===== config.mk =====
export PLATFORM = sky130hd
export DESIGN_NAME = echo_frame_capture_flat
export DESIGN_NICKNAME = d
export VERILOG_FILES = /design/src/rtl/echo_pkg.sv /design/src/rtl/echo_frame_capture_if.sv /design/src/rtl/echo_sync2.sv /design/src/rtl/echo_frame_capture.sv /design/src/flat_wrapper.sv
export SDC_FILE = /design/constraint.sdc
export NUM_CORES = 1
export LEC_CHECK = 0
export CAP_MARGIN = 20
export CORE_ASPECT_RATIO = 1.25
export CORE_UTILIZATION = 36
export CTS_CLUSTER_DIAMETER = 60
export DETAILED_ROUTE_END_ITERATION = 16
export PLACE_DENSITY = 0.62
export SETUP_SLACK_MARGIN = 0.4
export SLEW_MARGIN = 10
export SYNTH_ARGS = -nofsm -noshare
export SYNTH_HDL_FRONTEND = slang
export SYNTH_HIERARCHICAL = 1
export SYNTH_SLANG_ARGS = --single-unit

===== constraint.sdc =====
create_clock -name clk -period 2.5 [get_ports clk]
set_input_delay 0.5 -clock clk [delete_from_list [all_inputs] [get_ports clk]]
set_output_delay 0.5 -clock clk [all_outputs]
set_load 0.01 [all_outputs]

===== src/rtl/echo_pkg.sv =====
// Shared definitions for the echo frame capture block: default frame size,
// FSM state encoding and frame-counter width.
package echo_pkg;

    localparam int POINTS_DEF  = 400;
    localparam int DLY_W_DEF   = 10;
    localparam int CNT_W_DEF   = 9;
    localparam int FRAME_CNT_W = 16;

    typedef enum logic [1:0] {
        IDLE    = 2'd0,
        BLANK   = 2'd1,
        CAPTURE = 2'd2
    } state_t;

endpackage


===== src/rtl/echo_frame_capture_if.sv =====
// Bundles the trigger/echo inputs and frame outputs of echo_frame_capture.
// The master modport is the stimulus/front-end view; slave is the capture block.
interface echo_frame_capture_if
    import echo_pkg::*;
#(
    parameter int POINTS = POINTS_DEF,
    parameter int DLY_W  = DLY_W_DEF
);
    logic                   cap_en;
    logic                   fire_trig;
    logic [DLY_W-1:0]       start_dly;
    logic                   echo_in;
    logic                   tola_en;
    logic [POINTS-1:0]      total_data;
    logic                   busy;
    logic                   trig_drop;
    logic [FRAME_CNT_W-1:0] frame_cnt;

    modport master (
        output cap_en, fire_trig, start_dly, echo_in,
        input  tola_en, total_data, busy, trig_drop, frame_cnt
    );

    modport slave (
        input  cap_en, fire_trig, start_dly, echo_in,
        output tola_en, total_data, busy, trig_drop, frame_cnt
    );

endinterface


===== src/rtl/echo_sync2.sv =====
// Two-flop synchronizer for the asynchronous echo comparator output.
module echo_sync2 (
    input  logic clk,
    input  logic rst,
    input  logic i_d,
    output logic o_q
);
    logic r_meta;
    logic r_sync;

    always_ff @(posedge clk) begin
        if (!rst) begin
            r_meta <= 1'b0;
            r_sync <= 1'b0;
        end else begin
            r_meta <= i_d;
            r_sync <= r_meta;
        end
    end

    assign o_q = r_sync;

endmodule


===== src/rtl/echo_frame_capture.sv =====
// Packs POINTS echo samples taken after each laser trigger (plus blanking delay)
// into one frame with a one-cycle strobe. Define ECHO_SYNC_EN to resynchronize echo_in.
module echo_frame_capture
    import echo_pkg::*;
#(
    parameter int POINTS = POINTS_DEF,
    parameter int DLY_W  = DLY_W_DEF,
    parameter int CNT_W  = CNT_W_DEF
)(
    input  logic                clk,
    input  logic                rst,
    echo_frame_capture_if.slave bus
);
    state_t                 r_state;
    logic [DLY_W-1:0]       r_dly_cnt;
    logic [CNT_W-1:0]       r_cnt;
    logic [POINTS-1:0]      r_sh;
    logic [POINTS-1:0]      r_total;
    logic                   r_tola;
    logic                   r_drop;
    logic [FRAME_CNT_W-1:0] r_frame_cnt;
    logic                   w_echo;
    logic                   w_trig;

`ifdef ECHO_SYNC_EN
    echo_sync2 u_sync (
        .clk (clk),
        .rst (rst),
        .i_d (bus.echo_in),
        .o_q (w_echo)
    );
`else
    assign w_echo = bus.echo_in;
`endif

    assign w_trig = bus.fire_trig & bus.cap_en;

    always_ff @(posedge clk) begin
        if (!rst) begin
            r_state     <= IDLE;
            r_dly_cnt   <= '0;
            r_cnt       <= '0;
            r_sh        <= '0;
            r_total     <= '0;
            r_tola      <= 1'b0;
            r_drop      <= 1'b0;
            r_frame_cnt <= '0;
        end else begin
            r_tola <= 1'b0;
            r_drop <= 1'b0;
            case (r_state)
                IDLE: begin
                    if (w_trig) begin
                        r_dly_cnt <= bus.start_dly;
                        r_state   <= (bus.start_dly == '0) ? CAPTURE : BLANK;
                    end
                end
                BLANK: begin
                    r_drop    <= bus.fire_trig;
                    r_dly_cnt <= r_dly_cnt - 1'b1;
                    if (r_dly_cnt == DLY_W'(1))
                        r_state <= CAPTURE;
                end
                CAPTURE: begin
                    r_drop <= bus.fire_trig;
                    // The last sample goes straight into the output so the frame
                    // appears whole; the shift register restarts clean.
                    if (r_cnt == CNT_W'(POINTS - 1)) begin
                        r_total     <= {w_echo, r_sh[POINTS-1:1]};
                        r_sh        <= '0;
                        r_cnt       <= '0;
                        r_tola      <= 1'b1;
                        r_frame_cnt <= r_frame_cnt + 1'b1;
                        r_state     <= IDLE;
                    end else begin
                        r_sh  <= {w_echo, r_sh[POINTS-1:1]};
                        r_cnt <= r_cnt + 1'b1;
                    end
                end
                default: r_state <= IDLE;
            endcase
        end
    end

    assign bus.tola_en    = r_tola;
    assign bus.total_data = r_total;
    assign bus.busy       = (r_state != IDLE);
    assign bus.trig_drop  = r_drop;
    assign bus.frame_cnt  = r_frame_cnt;

endmodule

===== src/flat_wrapper.sv =====
// flat-port wrapper written by rule: the top's interface ports become plain ports
module echo_frame_capture_flat import echo_pkg::*;
#(
    parameter int POINTS = POINTS_DEF,
    parameter int DLY_W  = DLY_W_DEF,
    parameter int CNT_W  = CNT_W_DEF
)
  (clk, rst, bus_cap_en, bus_fire_trig, bus_start_dly, bus_echo_in, bus_tola_en, bus_total_data, bus_busy, bus_trig_drop, bus_frame_cnt);
  echo_frame_capture_if #(.POINTS(POINTS), .DLY_W(DLY_W)) bus_i ();
  input  logic clk;
  input  logic rst;
  input wire logic [$bits(bus_i.cap_en)-1:0] bus_cap_en;
  input wire logic [$bits(bus_i.fire_trig)-1:0] bus_fire_trig;
  input wire logic [$bits(bus_i.start_dly)-1:0] bus_start_dly;
  input wire logic [$bits(bus_i.echo_in)-1:0] bus_echo_in;
  output wire logic [$bits(bus_i.tola_en)-1:0] bus_tola_en;
  output wire logic [$bits(bus_i.total_data)-1:0] bus_total_data;
  output wire logic [$bits(bus_i.busy)-1:0] bus_busy;
  output wire logic [$bits(bus_i.trig_drop)-1:0] bus_trig_drop;
  output wire logic [$bits(bus_i.frame_cnt)-1:0] bus_frame_cnt;
  assign bus_i.cap_en = bus_cap_en;
  assign bus_i.fire_trig = bus_fire_trig;
  assign bus_i.start_dly = bus_start_dly;
  assign bus_i.echo_in = bus_echo_in;
  assign bus_tola_en = bus_i.tola_en;
  assign bus_total_data = bus_i.total_data;
  assign bus_busy = bus_i.busy;
  assign bus_trig_drop = bus_i.trig_drop;
  assign bus_frame_cnt = bus_i.frame_cnt;
  echo_frame_capture #(.POINTS(POINTS), .DLY_W(DLY_W), .CNT_W(CNT_W)) u_core (.clk(clk), .rst(rst), .bus(bus_i));
endmodule

==> results by group <==
Setup path
  – Crit. End Element: output port
  – Slowest CP cell: dfxtp_1
  – Crit path largest cell delay: roughly 0.36 ns
  – Setup CP Type: flip-flop to output port
  – Worst path arrival time: 1.58 ns
  – Crit-path leading delay family: flip-flops
  – Req. time, crit path: 2.00 ns
  – Cell Chain, Critical Path: inv_1 > ha_1 > inv_1 > clkbuf_2
  – CP Launch Type: flip-flop
  – CP dominant cell by count: inv_1
  – Crit-path max FO: 6
  – WP buf/inv: 3

Placement
  – HPWL Detailed: 48.6 mm
  – RePlAce Congestion: roughly 0.77
  – IO Port Bufs: roughly 430

Power and ir drop
  – Final Power: approximately 29 mW
  – Leakage: 14.2 nW
  – Pwr/cell area: slightly below 800 mW/mm^2
  – VDD IR max: slightly above 700 uV

Floorplanning
  – Site Rows: roughly 120
  – Floorplan core area: slightly below 0.08 sq mm
  – Die ar.: 0.0807 sq mm
  – Top-level port count: 434
  – Die width: 254 um
  – Initial Util: between 30% and 40%
  – Die height: about 320 um

Yosys
  – Mapped Cells: between 3000 and 4000
  – Unique cell type count in the Yosys netlist: 49
  – Area share of fa/ha/maj cells after synthesis: less than 1%
  – Mux cell area share after synthesis: 0.175%
  – Post-synth design cell area: 0.0286 sq mm
  – Synth Flop Type: dfxtp_1
  – Simple logic cell fraction of the synthesized area: about 18%
  – Total nets after synthesis: 3335
  – Ys Warns: 6
  – Yosys reg bits: between 800 and 900
  – XOR/XNOR Fraction of Synth Area: less than 1%
  – Largest family of logic cells by synthesized area: compound AO/OA/AOI/OAI gates
  – Ys async rst share: 0%
  – Synthesized area per cell: between 8 and 9 sq um
  – Compound-gate portion of the synthesized area: between 10% and 20%
  – EDFF count, synth: 0
  – Sequential-to-total area share from yosys stat: 58.6%

Drt
  – DRT iter0 DRCs: between 1500 and 2000
  – WL/cell: between 15 and 20 um
  – Number of detailed-route iterations in the first pass: 5
  – DR vias/cell: just over 5
  – Via Count: 24000
  – Routed WL: between 70 and 80 mm
  – Final ANT Viol Nets: 0
  – Detailed-route DRC error count: 0

Min path
  – Hold Path Class: flip-flop to flip-flop

STA
  – Final setup violating endpoints: 0
  – Min Tclk post-route: between 2 and 2.5 ns
  – Setup TNS: 0 ns
  – FMAX: approximately 480 MHz
  – Slew Limit Fails: 0
  – Fin crit share: a little over four fifths
  – RSZ-0062 raised after global routing: yes
  – Max-slew headroom: between 50% and 60%
  – Worst Tran Pin Value: 0.741 ns
  – Final Skew: between 0.03 and 0.04 ns
  – Hold Fails Final Rpt: 0

Global route
  – Number of global-route vias before repair: about 22000
  – Pin count of the biggest net entering global routing: roughly 140
  – Antenna violations before repair: 1
  – Gr usage total: around 18%
  – GRT overflow: 0
  – First-pass GRT wire length: 120 mm

Run status
  – Outcome: completed

Finish
  – FF/Latch Area: approximately 0.017 sq mm
  – Final Core Density: 47.6%
  – Synth-to-Final Area Change: 30.9%
  – FILL cells: roughly 7600
  – Share of layout cells above drive strength 1: slightly below 7%
  – Multi-input gate area: ~0.011 sq mm
  – Number of nets in the layout: 3668

Clock tree
  – Max Root-Sink Buffers: 3
  – H-tree depth: 3
  – Root buffer cell: clkbuf_16
  – Num CTS Buffers: between 80 and 90
  – Worst-Skew Late Latency: around 0.62 ns
  – Sink Count: between 800 and 900
  – TritonCTS clock tree: done
  – CTS clock-pin slew for the worst setup and hold paths: approximately 0.07 ns

Flow run
  – Number of max-cap violations: 0
-- per-stage QoR --
step	cell area (sq um)	setup WS (ns)	cells	hold WS, ns
after CTS	37100	0.205	4756	0.446
after detailed placement	34300	0.428	4603	0.443
after floorplan	28600	0.604	3313	0.437
final	37500	0.418	4768	0.440
after global routing	37500	0.305	4767	0.466
after global placement	34300	0.440	4603	0.437
-- metal layers --
layer	track usage, %	routed length, um	vias to the layer above
li1	-	-	11900
met1	24.8	35400	11400
met4	4.79	1370	2
met2	28.8	36100	557
met5	0	13	-
met3	4.05	4650	94
-- cell type report --
class	count	area share, %
sequential	838	44.8
multi-input combinational	2187	28.6
timing repair buffer	525	14.9
clock buffer	114	6.41
tap	1053	3.51
clock inverter	39	1.58
inverter	11	0.150
antenna	1	0.00667
-- cells in the mapped netlist (2+ instances only) --
cell type | instances | share of area [%]
a211oi_1 | 3 | 0.079
o21ai_0 | 12 | 0.21
mux2i_1 | 5 | 0.17
a31oi_1 | 4 | 0.087
xor2_1 | 5 | 0.15
o31ai_1 | 6 | 0.16
inv_1 | 9 | 0.12
and2_1 | 2 | 0.044
a21oi_1 | 420 | 7.3
and4_1 | 2 | 0.061
clkbuf_1 | 161 | 2.1
xnor2_1 | 4 | 0.12
nand2_1 | 823 | 11
or3_1 | 6 | 0.13
nor4b_1 | 2 | 0.061
a41o_1 | 2 | 0.070
nor2_1 | 423 | 5.5
nor4_1 | 3 | 0.066
nand3_1 | 12 | 0.21
nor3_1 | 5 | 0.087
a21o_1 | 2 | 0.052
nor2b_1 | 2 | 0.044
ha_1 | 7 | 0.31
buf_1 | 27 | 0.35
buf_2 | 88 | 1.5
and3_1 | 5 | 0.11
nand2b_1 | 2 | 0.044
dfxtp_1 | 838 | 59
a22oi_1 | 400 | 10
or4_1 | 6 | 0.16
nand4_1 | 8 | 0.17
a311oi_1 | 2 | 0.061
-- cell families (layout without fill, tap and decap cells) --
logic type,after synthesis,after routing
buffers and inverters,288,689
DFF,838,838
xor gates and xnor gates,9,9
muxes,5,5
and+or+nand+nor,1306,1306
AOI/OAI and AO/OA,860,860
adders and majority gates,7,7
other,0,1
-- cell usage in the layout, fill, tap and decap left out, drive strengths merged, types with 6 or more instances in the layout --
cell	instances
or3	6
a21oi	420
nor2	423
nand3	12
a22oi	400
buf	87
ha	7
o21ai	12
nand4	8
clkinv	21
dlymetal6s2s	59
bufinv	12
nand2	823
clkbuf	123
o31ai	6
or4	6
dfxtp	838
dlygate4sd2	119
inv	16
clkdlybuf4s50	251
-- final timing paths --
path	start	endpoint	slack [ns]	cells after the start
worst min register to register	u_core/r_sh[1]	u_core/bus.total_data[0]	0.44	2
worst min-delay path	u_core/r_sh[1]	u_core/bus.total_data[0]	0.44	2
worst max register to register	u_core/r_state[0]	u_core/bus.frame_cnt[10]	0.50	8
worst max-delay path	u_core/r_state[0]	bus_busy	0.42	4
-- state kept, by name, summed over array words and instances (netlist names) --
signal / count
u_core/bus.total_data: 400
u_core/bus.tola_en: 1
u_core/bus.trig_drop: 1
u_core/r_state: 2
u_core/r_sh: 399
u_core/r_dly_cnt: 10
u_core/bus.frame_cnt: 16
u_core/r_cnt: 9
-- tightest hold or removal path, stage by stage, from the launching register on --
cell and delay, ns:
dfxtp_1 0.31, nand2_1 0.06, a21oi_1 0.06
-- repair_timing --
item,CTS,global route
buffers inserted,0,6
resized for setup,129,81
hold buffers,0,0
pin swaps,0,1
cloned,0,5
endpoints found under the setup margin,127,639
-- power by group --
part / switching, mW / total (mW) / internal (mW)
clock network: 5.36 / 13.4 / 8.05
logic: 1.49 / 2.07 / 0.576
registers: 0.0685 / 13.5 / 13.4
total: 6.92 / 29.0 / 22.0
No activity file was read; power rests on OpenSTA's default activity.
